<file path="config.mk">
export PLATFORM = sky130hd
export DESIGN_NAME = fpu_lng_sched
export DESIGN_NICKNAME = d
export VERILOG_FILES = /design/src/rtl/fpu_lng_sched_pkg.sv /design/src/rtl/fpu_lng_sched_rr3_pick.sv /design/src/rtl/fpu_lng_sched.sv
export SDC_FILE = /design/constraint.sdc
export NUM_CORES = 1
export LEC_CHECK = 0
export BUFFER_PORTS_ARGS = -buffer_cell sky130_fd_sc_hd__buf_2
export CAP_MARGIN = 5
export CORE_MARGIN = 1
export CORE_UTILIZATION = 40
export CTS_BUF_LIST = sky130_fd_sc_hd__clkbuf_2
export DETAILED_ROUTE_END_ITERATION = 8
export HOLD_SLACK_MARGIN = 0.08
export PLACE_DENSITY = 0.63
export REMOVE_ABC_BUFFERS = 1
export SETUP_SLACK_MARGIN = 0.2
export SYNTH_ARGS = -nofsm -noshare
export SYNTH_HDL_FRONTEND = slang
export SYNTH_SLANG_ARGS = --single-unit
</file>
<file path="constraint.sdc">
create_clock -name clk -period 3.9 [get_ports clk]
set_input_delay 0.78 -clock clk [delete_from_list [all_inputs] [get_ports clk]]
set_output_delay 0.78 -clock clk [all_outputs]
set_load 0.02 [all_outputs]
</file>
<file path="src/rtl/fpu_lng_sched_pkg.sv">
// Shared FP package: opcodes, long-latency scheduler state and port indices.
package fpu_lng_sched_pkg;

  typedef enum logic [3:0] {
    FOP_ADD  = 4'd0,
    FOP_SUB  = 4'd1,
    FOP_MUL  = 4'd2,
    FOP_FMA  = 4'd3,
    FOP_DIV  = 4'd4,
    FOP_SQRT = 4'd5,
    FOP_CVT  = 4'd6,
    FOP_CMP  = 4'd7
  } fop_e;

  typedef enum logic [1:0] {
    LNG_IDLE = 2'd0,
    LNG_BUSY = 2'd1,
    LNG_DONE = 2'd2
  } lng_state_e;

  localparam int unsigned FP_TAG_W  = 14;
  localparam int unsigned FP_NPORT  = 3;
  localparam int unsigned LNG_CNT_W = 6;

  localparam logic [1:0] FP_PORT_U1 = 2'd0;
  localparam logic [1:0] FP_PORT_U3 = 2'd1;
  localparam logic [1:0] FP_PORT_U5 = 2'd2;

endpackage

</file>
<file path="src/rtl/fpu_lng_sched_rr3_pick.sv">
// 3-way round-robin picker: first requester at or after ptr, order u1, u3, u5.
module fpu_rr3_pick
  import fpu_lng_sched_pkg::*;
(
  input  logic [FP_NPORT-1:0] req,
  input  logic [1:0]          ptr,
  output logic [FP_NPORT-1:0] gnt
);

  // Priority chain rotated by the pointer; an out-of-range pointer acts as u1.
  always_comb begin
    gnt = '0;
    case (ptr)
      FP_PORT_U3: begin
        if (req[1])      gnt = 3'b010;
        else if (req[2]) gnt = 3'b100;
        else if (req[0]) gnt = 3'b001;
      end
      FP_PORT_U5: begin
        if (req[2])      gnt = 3'b100;
        else if (req[0]) gnt = 3'b001;
        else if (req[1]) gnt = 3'b010;
      end
      default: begin
        if (req[0])      gnt = 3'b001;
        else if (req[1]) gnt = 3'b010;
        else if (req[2]) gnt = 3'b100;
      end
    endcase
  end

endmodule

</file>
<file path="src/rtl/fpu_lng_sched.sv">
// Scheduler for the shared long-latency FP unit (div/sqrt) across ports u1/u3/u5.
// Optional pipeline-kill port enabled by defining FPU_LNG_FLUSH_EN.
module fpu_lng_sched
  import fpu_lng_sched_pkg::*;
#(
  parameter int unsigned LAT_S = 12,
  parameter int unsigned LAT_D = 20
) (
  input  logic        clk,
  input  logic        rst,
  input  logic [2:0]  req_en,
  input  logic [2:0]  req_dbl,
  input  logic [41:0] req_tag,
`ifdef FPU_LNG_FLUSH_EN
  input  logic        flush,
`endif
  output logic [2:0]  gnt,
  output logic        unit_start,
  output logic        unit_dbl,
  output logic [1:0]  unit_sel,
  output logic        busy,
  output logic [2:0]  ret_en,
  output logic [41:0] ret
);

  lng_state_e                state_q, state_d;
  logic [1:0]                ptr_q, ptr_d;
  logic [LNG_CNT_W-1:0]      cnt_q, cnt_d;
  logic [FP_TAG_W-1:0]       tag_q, tag_d;
  logic [1:0]                sel_q, sel_d;
  logic [FP_NPORT-1:0]       ret_en_q, ret_en_d;
  logic [FP_NPORT*FP_TAG_W-1:0] ret_q, ret_d;

  logic                      flush_w;
  logic [FP_NPORT-1:0]       pick_gnt;
  logic [1:0]                gidx;
  logic [FP_TAG_W-1:0]       gtag;

`ifdef FPU_LNG_FLUSH_EN
  assign flush_w = flush;
`else
  assign flush_w = 1'b0;
`endif

  fpu_rr3_pick u_pick (
    .req (req_en),
    .ptr (ptr_q),
    .gnt (pick_gnt)
  );

  // State register.
  always_ff @(posedge clk) begin
    if (rst) state_q <= LNG_IDLE;
    else     state_q <= state_d;
  end

  // Next-state: one op in flight; flush abandons it, cnt==0 ends it.
  always_comb begin
    state_d = state_q;
    case (state_q)
      LNG_IDLE: if (|gnt) state_d = LNG_BUSY;
      LNG_BUSY: begin
        if (flush_w)                    state_d = LNG_IDLE;
        else if (cnt_q == '0)           state_d = LNG_DONE;
      end
      LNG_DONE: state_d = LNG_IDLE;
      default:  state_d = LNG_IDLE;
    endcase
  end

  // Grant-cycle outputs: only in IDLE, never under reset or flush.
  always_comb begin
    gnt        = '0;
    unit_start = 1'b0;
    unit_dbl   = 1'b0;
    if (state_q == LNG_IDLE && !rst && !flush_w) begin
      gnt        = pick_gnt;
      unit_start = |pick_gnt;
      unit_dbl   = |(pick_gnt & req_dbl);
    end
  end

  // Decode granted port index and its tag.
  always_comb begin
    gidx = FP_PORT_U1;
    if (pick_gnt[1])      gidx = FP_PORT_U3;
    else if (pick_gnt[2]) gidx = FP_PORT_U5;
    case (gidx)
      FP_PORT_U3: gtag = req_tag[FP_TAG_W +: FP_TAG_W];
      FP_PORT_U5: gtag = req_tag[2*FP_TAG_W +: FP_TAG_W];
      default:    gtag = req_tag[0 +: FP_TAG_W];
    endcase
  end

  // Datapath next values: latch on grant, count down in BUSY, retire on DONE entry.
  always_comb begin
    ptr_d    = ptr_q;
    cnt_d    = cnt_q;
    tag_d    = tag_q;
    sel_d    = sel_q;
    ret_en_d = '0;
    ret_d    = '0;
    if (|gnt) begin
      ptr_d = (gidx == FP_PORT_U5) ? FP_PORT_U1 : gidx + 2'd1;
      cnt_d = req_dbl[gidx] ? LNG_CNT_W'(LAT_D - 1) : LNG_CNT_W'(LAT_S - 1);
      tag_d = gtag;
      sel_d = gidx;
    end else if (state_q == LNG_BUSY && cnt_q != '0) begin
      cnt_d = cnt_q - LNG_CNT_W'(1);
    end
    if (state_q == LNG_BUSY && cnt_q == '0 && !flush_w) begin
      case (sel_q)
        FP_PORT_U3: begin
          ret_en_d[1]                  = 1'b1;
          ret_d[FP_TAG_W +: FP_TAG_W]  = tag_q;
        end
        FP_PORT_U5: begin
          ret_en_d[2]                   = 1'b1;
          ret_d[2*FP_TAG_W +: FP_TAG_W] = tag_q;
        end
        default: begin
          ret_en_d[0]           = 1'b1;
          ret_d[0 +: FP_TAG_W]  = tag_q;
        end
      endcase
    end
  end

  // Datapath registers.
  always_ff @(posedge clk) begin
    if (rst) begin
      ptr_q    <= FP_PORT_U1;
      cnt_q    <= '0;
      tag_q    <= '0;
      sel_q    <= FP_PORT_U1;
      ret_en_q <= '0;
      ret_q    <= '0;
    end else begin
      ptr_q    <= ptr_d;
      cnt_q    <= cnt_d;
      tag_q    <= tag_d;
      sel_q    <= sel_d;
      ret_en_q <= ret_en_d;
      ret_q    <= ret_d;
    end
  end

  // Retire outputs are forced quiet while reset is held so a DONE cycle is abandoned.
  always_comb begin
    unit_sel = sel_q;
    busy     = (state_q != LNG_IDLE);
    ret_en   = rst ? '0 : ret_en_q;
    ret      = rst ? '0 : ret_q;
  end

endmodule

</file>
; ---- Word level (Yosys, flattened, before mapping)
; Cells that the tools add are included.
[op_classes]
n_mux = 30
n_lt_le_gt_ge = 1
add_sub_neg = 2
eq_ne = 9
bitwise_logic = 4
reduce_logical = 18
[op_table]
columns = operator, count
row1 = $mux 42, 1
row2 = $pmux 14 s2, 1
row3 = $mux 3, 9
row4 = $reduce_or 3->1, 5
row5 = $mux 2, 6
row6 = $mux 6, 2
row7 = $eq 2x1->1 const B, 4
row8 = $mux 1, 7
row9 = $eq 2x2->1 const B, 3
row10 = $logic_not 6->1, 1
row11 = $pmux 3 s2, 1
row12 = $reduce_bool 6->1, 1
row13 = $sub 6x1->6 const B, 1
row14 = $mux 5, 1
row15 = $ne 2x1->1 const B, 2
row16 = $pmux 2 s2, 1
row17 = $reduce_bool 2->1, 2
row18 = $reduce_or 2->1, 2
row19 = $reduce_or 4->1, 1
row20 = $and 3x3->3, 1
row21 = $logic_and 1x1->1, 3
row22 = $lt 2x3->1 const B, 1
row23 = $not 1->1, 3
row24 = $add 2x1->2 const B, 1
row25 = other kinds (4), 4
[totals]
ff_bits = 71
out_inout_bits = 53
inputBits = 50
wordCells = 73

; ---- Longest topological paths before layout
[logic_depth]
depth_word = 10
depth_mapped = 10
mapped_depth_nobuf = 7

; ---- Cells and area by module
; Synthesis repeated with hierarchy kept, for this count alone.
[unflattened]
hier_cells = 344
area_unflattened_um2 = 3069.2
[modules_own_cells]
columns = module, seq_area_each_um2, n_inst, area_each_um2, cells_per_inst
row1 = fpu_lng_sched, 1421.4, 1, 2949.1, 327
row2 = fpu_rr3_pick, 0.0, 1, 120.1, 17

; ---- Worst setup path after synthesis
; Ideal clock, no wire load.
[synth_timing]
path_kind = input to output
start = input req_en[2]
end = output unit_dbl
path_slack_ns = 0.935
cell_stages = 6
t_arrival_ns = 2.185
n_path_buf = 2
required_time_ns = 3.120
cell_sequence = clkbuf_1 nor3b_1 o31a_1 clkbuf_1 a21oi_1 o2bb2ai_1
[synth_between]
elab_chain_len = 7
word_cells_on_any_way = 10
cone_classes = mux: 8 / bitwise: 1 / reduce/logical: 1
[synth_lines]
columns = element, line_no
row1 = from (decl), fpu_lng_sched.sv:11  ; input logic [2:0] req_en,
row2 = $mux 3, fpu_lng_sched_rr3_pick.sv:27  ; else if (req[2]) gnt = 3'b100;
row3 = $mux 3, fpu_lng_sched_rr3_pick.sv:26  ; else if (req[1]) gnt = 3'b010;
row4 = $mux 3, fpu_lng_sched_rr3_pick.sv:25  ; if (req[0]) gnt = 3'b001;
row5 = $pmux 3 s2 *, fpu_lng_sched_rr3_pick.sv:13  ; case (ptr)
row6 = $and 3x3->3 *, fpu_lng_sched.sv:79  ; unit_dbl = |(pick_gnt & req_dbl);
row7 = $reduce_or 3->1 *, fpu_lng_sched.sv:79
row8 = $mux 1 *, fpu_lng_sched.sv:76  ; if (state_q == LNG_IDLE && !rst && !flush_w) begin
row9 = to (decl), fpu_lng_sched.sv:19  ; output logic unit_dbl,
; Mark *: on every way between the ends. The rest lies on a longest branch, timed or not.

; ---- Worst setup path in the final report
[layout_timing]
start = register ptr_q[0]
end = output gnt[2]
[layout_between]
elab_chain_len = 3
word_cells_on_any_way = 4
cone_classes = eq/ne: 2 / mux: 2
[layout_lines]
columns = element, line_no
row1 = from (decl), fpu_lng_sched.sv:27  ; logic [1:0] ptr_q, ptr_d;
row2 = from (signal assigned), fpu_lng_sched.sv:139  ; ptr_q <= ptr_d;
row3 = $eq 2x2->1 or $eq 2x1->1 (tied branches), fpu_lng_sched_rr3_pick.sv:13
row4 = $pmux 3 s2 *, fpu_lng_sched_rr3_pick.sv:13
row5 = $mux 3 *, fpu_lng_sched.sv:76
row6 = to (decl), fpu_lng_sched.sv:17  ; output logic [2:0] gnt,
; Marked as above.

==> impl_metrics.yaml <==
floorplanning:
  core_area_um2: 7690
  die_area_um2: 8250
  number_of_rows_in_the_core_area: 32
  boundaryPins: 103
  initial_core_util_pct: 41.1
  fp.dieH_um: 90.9
  fp.dieW_um: 90.9
worst_hold_path:
  hold_path.class: "input port to flip-flop"
clocking:
  inserted_clock_buffers: 9
  h_tree_levels: 3
  clock_tree_from_tritoncts: "done"
  postCtsSetupBuffers: 0
  cts.clk_slew.worst_paths_ns: 0.18
  post_cts_hold_buffer_count: 0
  clk_root_buffer_cell: "sky130_fd_sc_hd__clkbuf_2"
  tritoncts_sinks: 71
  clock_tree.buffer_depth: 2
  cts_repair_resize_count: 0
  clk_latency_ns: 0.52
synth:
  synthesis_stage_register_bit_count: 71
  yosys.area_share.adder_pct: 2.38
  synth-edff-count: 0
  synthesis.area_um2: 3160
  post_synth.cell_area_avg_um2: 9.05
  post_synth_xor_area_fraction_pct: 0.832
  synth_top_family_by_area: "simple AND/OR/NAND/NOR gates"
  synthDistinctLibCells: 48
  synthFlopType: "sky130_fd_sc_hd__dfxtp_1"
  synth_simple_gate_area_share_pct: 29.3
  ys_seq_area_share_pct: 45.0
  postSynth.asyncResetShare_pct: 0
  syn_inst: 349
  synth_compound_gate_area_share_pct: 16.7
  synthesis.yosys.warnings: 0
  post_synth_mux_area_share_pct: 0.357
cells_and_area:
  postLayoutCoreUtil_pct: 49.9
  area.sequential_um2: 1420
  multi_input_area_um2: 1580
  syn2layout_area_growth_pct: 21.5
  fin_nets: 493
  layout_common_cells: "sky130_fd_sc_hd__buf_2 (102), sky130_fd_sc_hd__dfxtp_1 (71), sky130_fd_sc_hd__nor2b_1 (49)"
  number_of_diodes_added_for_antenna_fixing: 0
  most_frequent_standard_cell_in_the_layout_excluding_fill_and_tap_cells: "sky130_fd_sc_hd__buf_2"
  share_of_final_layout_standard_cells_stronger_than_drive_strength_1_pct: 30.1
  num-fill-cells: 788
timing:
  setup_tns_ns: 0
  fin_max_slew_vios: 0
  timing.final.hold_violations: 0
  tightest_slew_ns: 0.750
  post-route-period-util_pct: 85.7
  timing.fmax_ghz: 0.299
  setup_violations: 0
  final_period_minus_worst_setup_slack_ns: 3.34
  setup_repair_after_global_routing_missed_its_margin: "false"
  timing.slew.headroom_pct: 49.8
  finClkSkew_ns: 0.0138
grt:
  first_pass_grt_wire_length_um: 12500
  grt_pass1_vias: 2518
  grt_antenna_before_repair: 0
  groute.usage.overall_pct: 19.5
  overflow: 0
  maximum_number_of_pins_on_one_net_before_global_route_repair: 69
critical_path:
  critical_path.max_fanout: 17
  worst_setup_path_start_kind: "flip-flop"
  crit_required_ns: 3.12
  endpoint_kind: "primary output"
  crit_arrival_ns: 2.56
  setup.worst_path.class: "flip-flop to primary output"
power_and_ir_drop:
  seq_power_share_pct: 43.8
  max-vdd-ir-drop_v: 0.000292
  clock_network_power_share_pct: 19.2
  power_switching_share_pct: 39.9
  static-leakage-power_nw: 1.85
  p_sw_uw: 854
  total_power_per_unit_cell_area_nw_per_um2: 558
  power.combinational.fraction_pct: 37.0
  power.internal_mw: 1.29
detailed_routing:
  ant_nets: 0
  totalWireLength_um: 7770
  drt-vias-per-instance: 5.07
  route.detailed.drc: 0
  drt_iter0_drc: 99
  routed_wire_length_per_instance_um: 14.3
  drt_first_pass_iters: 4
  num_vias: 2757
run_status:
  status: "finished, final reports clean"
place:
  numPortBuffers: 102
  globalplace.congestion: 0.823
  dp_hpwl_um: 5410
flow_run:
  max_cap_violations: 0
==> cells by family after synthesis <==
family | after synthesis
muxes | 1
AOI/OAI and AO/OA | 77
and+or+nand+nor | 151
buffers and inverters | 40
DFF | 71
xor gates and xnor gates | 3
adders and majority gates | 6
==> worst paths after layout <==
path / cells past startpoint / start / slack [ns] / end
worst min-delay path: 3 / req_tag[34] / 0.49 / tag_q[6]$_SDFFE_PP0P_
worst max-delay path: 6 / ptr_q[0]$_SDFFE_PP0P_ / 0.56 / gnt[2]
worst max register to register: 6 / ptr_q[0]$_SDFFE_PP0P_ / 1.53 / tag_q[0]$_SDFFE_PP0P_
worst min register to register: 1 / tag_q[5]$_SDFFE_PP0P_ / 0.51 / ret_q[33]$_SDFF_PP0_
==> cell usage after synthesis (all sizes together) (3+ instances only) <==
cell	instances	area, µm²
and2	3	18.8
nor2	10	37.5
nor3	4	20.0
a31oi	7	43.8
and3	42	263
inv	9	33.8
clkbuf	26	97.6
a21oi	4	20.0
nand3b	10	75.1
buf	4	35.0
nor2b	49	307
nand2b	3	18.8
nand4	4	25.0
ha	6	75.1
dfxtp	71	1420
a211oi	22	165
nand2	13	48.8
o21ai	23	115
==> power groups by stage <==
stage	Combinational [mW]	Clock [mW]	Sequential (mW)
2_1_floorplan	0.534	0	0.936
3_3_place_gp	0.770	0	0.950
3_5_place_dp	0.787	0	0.954
4_1_cts	0.792	0.421	0.938
5_1_grt	0.895	0.449	0.959
6_report	0.793	0.410	0.939
==> layout make-up <==
class	count	share of cell area, %
Sequential cell	71	37.1
Inverter	10	1.01
Clock buffer	9	1.17
Tap cell	102	3.33
Clock inverter	7	1.86
Multi-Input combinational cell	238	41.1
Timing Repair Buffer	107	14.5
==> flip-flops by register name (all words and copies together) (netlist names) <==
signal    flops
unit_sel      2
ptr_q         2
tag_q        14
ret_en_q      3
state_q       2
cnt_q         6
ret_q        42
==> critical path, stage by stage, from the launching register on <==
cell and delay (ns):
sky130_fd_sc_hd__dfxtp_1 0.39, sky130_fd_sc_hd__inv_1 0.05, sky130_fd_sc_hd__ha_1 0.40, sky130_fd_sc_hd__or2_2 0.33, sky130_fd_sc_hd__o211ai_2 0.61, sky130_fd_sc_hd__nor2_1 0.07, sky130_fd_sc_hd__buf_2 0.19
==> stage by stage <==
stage / setup slack, ns / std cells / power [mW] / area [µm²] / hold slack [ns]
2_1_floorplan: 0.846 / 319 / 1.47 / 3030 / 0.453
3_3_place_gp: 0.987 / 527 / 1.72 / 3700 / 0.463
3_5_place_dp: 0.968 / 527 / 1.74 / 3700 / 0.483
4_1_cts: 0.501 / 543 / 2.15 / 3820 / 0.468
5_1_grt: 0.316 / 544 / 2.30 / 3840 / 0.480
6_report: 0.556 / 544 / 2.14 / 3840 / 0.488
==> metal layers <==
| metal | vias up | global-route usage, % | routed length (µm) |
|---|---|---|---|
| met5 | - | 0 | 0 |
| met4 | 0 | 6.22 | 67 |
| met3 | 6 | 5.39 | 486 |
| met2 | 88 | 31.9 | 3570 |
| met1 | 1254 | 24.9 | 3650 |
| li1 | 1409 | - | - |
Power figures use the tool's default switching activity.
